File: src/rtl/matmul_apb_master.sv
// APB initiator: turns single-beat host commands into APB SETUP/ACCESS transfers and
// returns the slave response on a valid/ready channel, with an ACCESS-phase timeout.
module matmul_apb_master #(
  parameter int unsigned BUS_WIDTH      = 32,
  parameter int unsigned ADDR_WIDTH     = 16,
  parameter int unsigned MAX_DIM        = 4,
  parameter int unsigned TIMEOUT_CYCLES = 64
) (
  input  logic                  clk_i,
  input  logic                  rst_ni,
  // Host command channel
  input  logic                  cmd_valid_i,
  output logic                  cmd_ready_o,
  input  logic                  cmd_write_i,
  input  logic [ADDR_WIDTH-1:0] cmd_addr_i,
  input  logic [BUS_WIDTH-1:0]  cmd_wdata_i,
  input  logic [MAX_DIM-1:0]    cmd_strb_i,
  // Host response channel
  output logic                  rsp_valid_o,
  input  logic                  rsp_ready_i,
  output logic [BUS_WIDTH-1:0]  rsp_rdata_o,
  output logic                  rsp_slverr_o,
  output logic                  rsp_timeout_o,
  // APB initiator
  output logic                  psel_o,
  output logic                  penable_o,
  output logic                  pwrite_o,
  output logic [ADDR_WIDTH-1:0] paddr_o,
  output logic [BUS_WIDTH-1:0]  pwdata_o,
  output logic [MAX_DIM-1:0]    pstrb_o,
  input  logic                  pready_i,
  input  logic                  pslverr_i,
  input  logic [BUS_WIDTH-1:0]  prdata_i
);

  // Counter must hold TIMEOUT_CYCLES; keep at least one bit when the timeout is disabled.
  localparam int unsigned CNT_W   = (TIMEOUT_CYCLES > 0) ? $clog2(TIMEOUT_CYCLES + 1) : 1;
  localparam int unsigned TO_LAST = (TIMEOUT_CYCLES > 0) ? TIMEOUT_CYCLES - 1 : 0;
  localparam logic [CNT_W-1:0] CNT_LAST = CNT_W'(TO_LAST);
  localparam logic [CNT_W-1:0] CNT_MAX  = '1;
  localparam bit TIMEOUT_EN = (TIMEOUT_CYCLES > 0);

  typedef enum logic [1:0] {StIdle, StSetup, StAccess, StResp} state_e;

  state_e           state_q;
  logic [CNT_W-1:0] cnt_q;
  logic             timeout_hit;

  // Last permitted wait cycle reached with the slave still stalling.
  assign timeout_hit = TIMEOUT_EN && (cnt_q == CNT_LAST);

  // Single FSM driving every output from registers; the APB outputs double as the
  // registered command, so they cannot change while psel_o is high.
  always_ff @(posedge clk_i or negedge rst_ni) begin
    if (!rst_ni) begin
      state_q       <= StIdle;
      cnt_q         <= '0;
      cmd_ready_o   <= 1'b1;
      rsp_valid_o   <= 1'b0;
      rsp_rdata_o   <= '0;
      rsp_slverr_o  <= 1'b0;
      rsp_timeout_o <= 1'b0;
      psel_o        <= 1'b0;
      penable_o     <= 1'b0;
      pwrite_o      <= 1'b0;
      paddr_o       <= '0;
      pwdata_o      <= '0;
      pstrb_o       <= '0;
    end else begin
      case (state_q)
        StIdle: begin
          if (cmd_valid_i) begin
            state_q     <= StSetup;
            cmd_ready_o <= 1'b0;
            psel_o      <= 1'b1;
            penable_o   <= 1'b0;
            pwrite_o    <= cmd_write_i;
            paddr_o     <= cmd_addr_i;
            // Reads drive no data and no strobes.
            pwdata_o    <= cmd_write_i ? cmd_wdata_i : '0;
            pstrb_o     <= cmd_write_i ? cmd_strb_i : '0;
          end
        end
        StSetup: begin
          state_q   <= StAccess;
          penable_o <= 1'b1;
          cnt_q     <= '0;
        end
        StAccess: begin
          if (pready_i || timeout_hit) begin
            state_q       <= StResp;
            psel_o        <= 1'b0;
            penable_o     <= 1'b0;
            pwrite_o      <= 1'b0;
            paddr_o       <= '0;
            pwdata_o      <= '0;
            pstrb_o       <= '0;
            rsp_valid_o   <= 1'b1;
            // A ready slave wins over a coincident timeout.
            if (pready_i) begin
              rsp_rdata_o   <= pwrite_o ? '0 : prdata_i;
              rsp_slverr_o  <= pslverr_i;
              rsp_timeout_o <= 1'b0;
            end else begin
              rsp_rdata_o   <= '0;
              rsp_slverr_o  <= 1'b1;
              rsp_timeout_o <= 1'b1;
            end
          end else if (cnt_q != CNT_MAX) begin
            cnt_q <= cnt_q + 1'b1;
          end
        end
        StResp: begin
          if (rsp_ready_i) begin
            state_q       <= StIdle;
            rsp_valid_o   <= 1'b0;
            rsp_rdata_o   <= '0;
            rsp_slverr_o  <= 1'b0;
            rsp_timeout_o <= 1'b0;
            cmd_ready_o   <= 1'b1;
          end
        end
        default: begin
          state_q     <= StIdle;
          cmd_ready_o <= 1'b1;
        end
      endcase
    end
  end

endmodule

File: config.mk
export PLATFORM = sky130hd
export DESIGN_NAME = matmul_apb_master
export DESIGN_NICKNAME = d
export VERILOG_FILES = /design/src/rtl/matmul_apb_master.sv
export SDC_FILE = /design/constraint.sdc
export NUM_CORES = 1
export LEC_CHECK = 0
export ABC_AREA = 1
export CAP_MARGIN = 25
export CORE_MARGIN = 5
export CORE_UTILIZATION = 30
export DETAILED_ROUTE_END_ITERATION = 7
export PLACE_DENSITY_LB_ADDON = 0.2
export SLEW_MARGIN = 15
export SYNTH_ARGS = -nofsm -noshare
export SYNTH_HDL_FRONTEND = slang
export SYNTH_SLANG_ARGS = --single-unit
export TNS_END_PERCENT = 50
File: constraint.sdc
create_clock -name clk_i -period 2.1 [get_ports clk_i]
set_input_delay 0.21 -clock clk_i [delete_from_list [all_inputs] [get_ports clk_i]]
set_output_delay 0.21 -clock clk_i [all_outputs]
set_load 0.1 [all_outputs]
; Word-level counts from Yosys, hierarchy flattened
; Cells that the tools add are included.
[op_classes]
n_addsub = 1
n_mul = 0
div_mod_pow = 0
order_cmp = 0
eq_ne = 10
shift = 0
mux = 41
bitwise_logic = 0
n_reduce_logical = 13
[op_table]
columns = op, n
row1 = $mux W32, 7
row2 = $pmux W32 S2, 2
row3 = $mux W16, 2
row4 = $pmux W16 S2, 1
row5 = $reduce_and A3 Y1, 6
row6 = $mux W7, 2
row7 = $pmux W7 S2, 1
row8 = $mux W4, 3
row9 = $pmux W1 S2, 6
row10 = $mux W1, 11
row11 = $ne A2 B2 Y1 const B, 5
row12 = $pmux W2 S4, 1
row13 = $pmux W4 S2, 1
row14 = $reduce_bool A2 Y1, 4
row15 = $add A7 B1 Y7 const B, 1
row16 = $eq A7 B6 Y1 const B, 1
row17 = $ne A7 B7 Y1 const B, 1
row18 = $mux W2, 3
row19 = $eq A2 B2 Y1 const B, 2
row20 = $pmux W1 S3, 1
row21 = $reduce_bool A3 Y1, 1
row22 = $eq A2 B1 Y1 const B, 1
row23 = $logic_not A2 Y1, 1
row24 = $logic_or A1 B1 Y1, 1
[word_totals]
register_bits = 100
latchBits = 0
mem_bits_rw = 0
romBits = 0
out_inout_bits = 91
wordCells = 78
n_memories = 0

; Depth between registers and ports, before layout
[logic_depth]
depth_word = 4
mapped_depth = 11
mapped_depth_nobuf = 9

; Worst setup path before layout
; No wires, ideal clock.
[synth_timing]
path_type = reg2reg
startpoint = reg pwrite_o
endpoint = reg rsp_rdata_o[0]
setup_time_ns = 0.076
arrival_time_ns = 1.598
t_required_ns = 2.024
setup_slack_ns = 0.425
stages_incl_launch_ff = 5
cell_sequence = dfrtp_1 > nor3_2 > clkbuf_1 > nand2_1 > o21ai_1
[synth_via]
elab_chain_cells = 4
[synth_rtl]
columns = element, line_no
row1 = from (decl), 27  ; output logic pwrite_o,
row2 = from (signal assigned), 77  ; pwrite_o <= cmd_write_i;
row3 = $mux W32, 101  ; rsp_rdata_o <= pwrite_o ? '0 : prdata_i;
row4 = $mux W32, 100  ; if (pready_i) begin
row5 = $mux W32, 90  ; if (pready_i || timeout_hit) begin
row6 = $pmux W32 S2, 70  ; case (state_q)
row7 = to (signal assigned), 101
row8 = to (decl), 21  ; output logic [BUS_WIDTH-1:0] rsp_rdata_o,
; Every way passes these cells. The select of a mux whose other input is x is not followed.
; A chain may end at the register's enable or synchronous reset.

; Worst setup path after layout
[layout_timing]
startpoint = reg state_q[0]
endpoint = reg rsp_rdata_o[17]
[layout_via]
elab_chain_cells = 3
[layout_rtl]
columns = element, line_no
row1 = from (decl), 45  ; state_e state_q;
row2 = from (signal assigned), 56  ; state_q <= StIdle;
row3 = from (signal assigned), 73  ; state_q <= StSetup;
row4 = from (signal assigned), 85  ; state_q <= StAccess;
row5 = $eq A2 B2 Y1, 70
row6 = $ne A2 B2 Y1 (no line) or $reduce_bool A2 Y1 (tied branches), --
row7 = $reduce_and A3 Y1 (no line), --
; Several ways; a longest one is shown, not always the timed one.

==> results.toml <==
[floorplan]
coreArea_mm2 = 0.0152
start_util_pct = 30.5
die_h_um = 134
num_io_pins = 182
die_width_um = 134
rows = 45
die_area_mm2 = 0.0181

[sta]
hold_viol = 0
worst_pin_slew_ps = 442
timing.fmax_ghz = 0.549
min_period_ps = 1820
finClkSkew_ps = 10.2
final-setup-viol-count = 0
rsz0062_at_grt = "no"
fin_crit_sh_pct = 86.7
tns_ps = 0
report.final.slew_viol_count = 0
slew_headroom_pct = 70.5

[drt]
wl_per_cell_um = 14.7
ant_nets = 0
drt-total-wl_mm = 13.5
dr_total_vias = 4334
drt_first_iter_violations = 249
firstDrtPassIters = 4
drc = 0
viasPerCell = 4.72

[placement]
dp_hpwl_mm = 9.57
numPlacedInstances = 903
port_buffers = 181
gp_congestion = 0.778

[flow_run]
drv_cap = 0

[final_layout]
fill_cells = 1513
layout.nets = 824
mostFrequentLayoutCell = "nand2_1"
drive_above_1_share_pct = 17.6
fin_cells = 919
antenna_cells = 0
syn_to_final_growth_pct = 43.9
layout_common_cells = "239 x nand2_1, 101 x buf_4, 99 x dfrtp_1"

[clocking]
cts-htree-levels = 3
cts_root_buf = "clkbuf_16"
cts_setup_buffers = 0
postCtsHoldBufs = 1
clk_pin_slew_ps = 60
cts.repair.resized = 0
cts_buffers = 9
clkSinkCount = 100
clockBufferDepth = 2
cts_tree = "done"
clock_latency_ps = 350

[critical_path]
worstSetupPathType = "flop to flop"
crit_required_ps = 2370
cp-end-kind = "flop"
cp.arrival_ps = 2090
startpoint_type = "flop"
cp_max_fo = 70

[synthesis]
syn_area_mm2 = 0.00464
yosysWarnings = 0
syn_inst = 562
yosysSeqAreaShare_pct = 53.9
synth_cell_types = 26
synth_fp_nets = 659
avgSynthCellArea_um2 = 8.26
ys_ff_latch = 100

[grt]
first_global_vias = 4188
grt_pass1_wl_mm = 21.6
antenna_found_initial = 0
grt_max_degree = 71
grt_usage_pct = 14.8
grt_overflow_total = 0

[outcome]
status = "completed"

[worst_hold_path]
hold_path_class = "primary input to asynchronous set/reset pin"
[sequential cells by signal, summed over array words and instances (netlist names), 2 cells and up]
name         count
state_q          2
pwdata_o        32
pstrb_o          4
paddr_o         16
rsp_rdata_o     32
cnt_q            7
[kinds of logic after synthesis]
kind of cell               after synthesis  synth area share, %
adders and majority gates                6                 1.62
and+or+nand+nor                        355                 32.9
DFF                                    100                 53.9
buffers and inverters                   56                 6.60
AOI/OAI and AO/OA                       45                 4.93
[stage by stage]
stage               cell area [um2]  hold WS [ps]  utilization, %  setup WS (ps)
finish                         6680           349            44.0            279
global route                   6680           391            44.0            112
CTS                            6680           361            44.0            293
detailed placement             6380           185            42.0            312
global placement               6380           178            42.0            394
floorplan                      4640         -85.6               -            425
[critical path, stage by stage, from the launching register on]
cell,delay [ps]
dfrtp_1,410
inv_1,130
ha_1,190
inv_2,80
nor2_4,160
nand2_4,160
nand2_2,110
buf_12,250
nand2_1,100
o21ai_1,90
[cells in the mapped netlist]
| master | n | area [um2] |
|---|---|---|
| buf_6 | 9 | 101 |
| o21ai_1 | 37 | 185 |
| nand4_1 | 55 | 344 |
| buf_4 | 2 | 15.0 |
| or2_1 | 1 | 6.26 |
| inv_1 | 12 | 45.0 |
| nor2_4 | 1 | 11.3 |
| nor2_1 | 44 | 165 |
| nand3_4 | 1 | 17.5 |
| nand2_2 | 1 | 6.26 |
| buf_1 | 3 | 11.3 |
| dfrtp_1 | 99 | 2480 |
| buf_2 | 17 | 85.1 |
| clkbuf_1 | 11 | 41.3 |
| inv_2 | 2 | 7.51 |
| o21ai_0 | 6 | 30.0 |
| dfstp_2 | 1 | 26.3 |
| nor3_2 | 1 | 10.0 |
| nand2_1 | 239 | 897 |
| a21oi_2 | 1 | 8.76 |
| a21oi_1 | 1 | 5.00 |
| ha_1 | 6 | 75.1 |
| nand3_1 | 9 | 45.0 |
| nand3b_1 | 1 | 7.51 |
| nor2_2 | 1 | 6.26 |
| nand2_4 | 1 | 11.3 |
[metal layers]
| layer | track usage (%) | routed length (um) | up-vias |
|---|---|---|---|
| met2 | 21.2 | 5820 | 165 |
| met1 | 21.2 | 6410 | 1991 |
| li1 | - | - | 2160 |
| met4 | 4.52 | 204 | 0 |
| met3 | 5.03 | 1110 | 18 |
| met5 | 0 | 0 | - |
[cell type report]
| type | count | area, um2 | share of cell area, % |
|---|---|---|---|
| sequential | 100 | 2500 | 37.5 |
| multi-input combinational | 406 | 1840 | 27.5 |
| timing repair buffer | 196 | 1760 | 26.3 |
| clock buffer | 12 | 246 | 3.69 |
| tap | 188 | 235 | 3.52 |
| inverter | 14 | 52.6 | 0.787 |
| clock inverter | 3 | 46.3 | 0.693 |
[final timing paths]
path	startpoint	to	slack, ps	depth (start not counted)
max	state_q[0]	rsp_rdata_o[17]	280	9
min	rst_ni	rsp_rdata_o[1]	350	2
max reg2reg	state_q[0]	rsp_rdata_o[17]	280	9
min reg2reg	paddr_o[3]	paddr_o[3]	470	2
max in group asynchronous	rst_ni	paddr_o[6]	1180	3
min in group clk_i	prdata_i[22]	rsp_rdata_o[22]	420	3
Power is left out: the tool's default activity adds up to more than one toggle a clock period on the data nets, which glitch-free logic cannot reach.
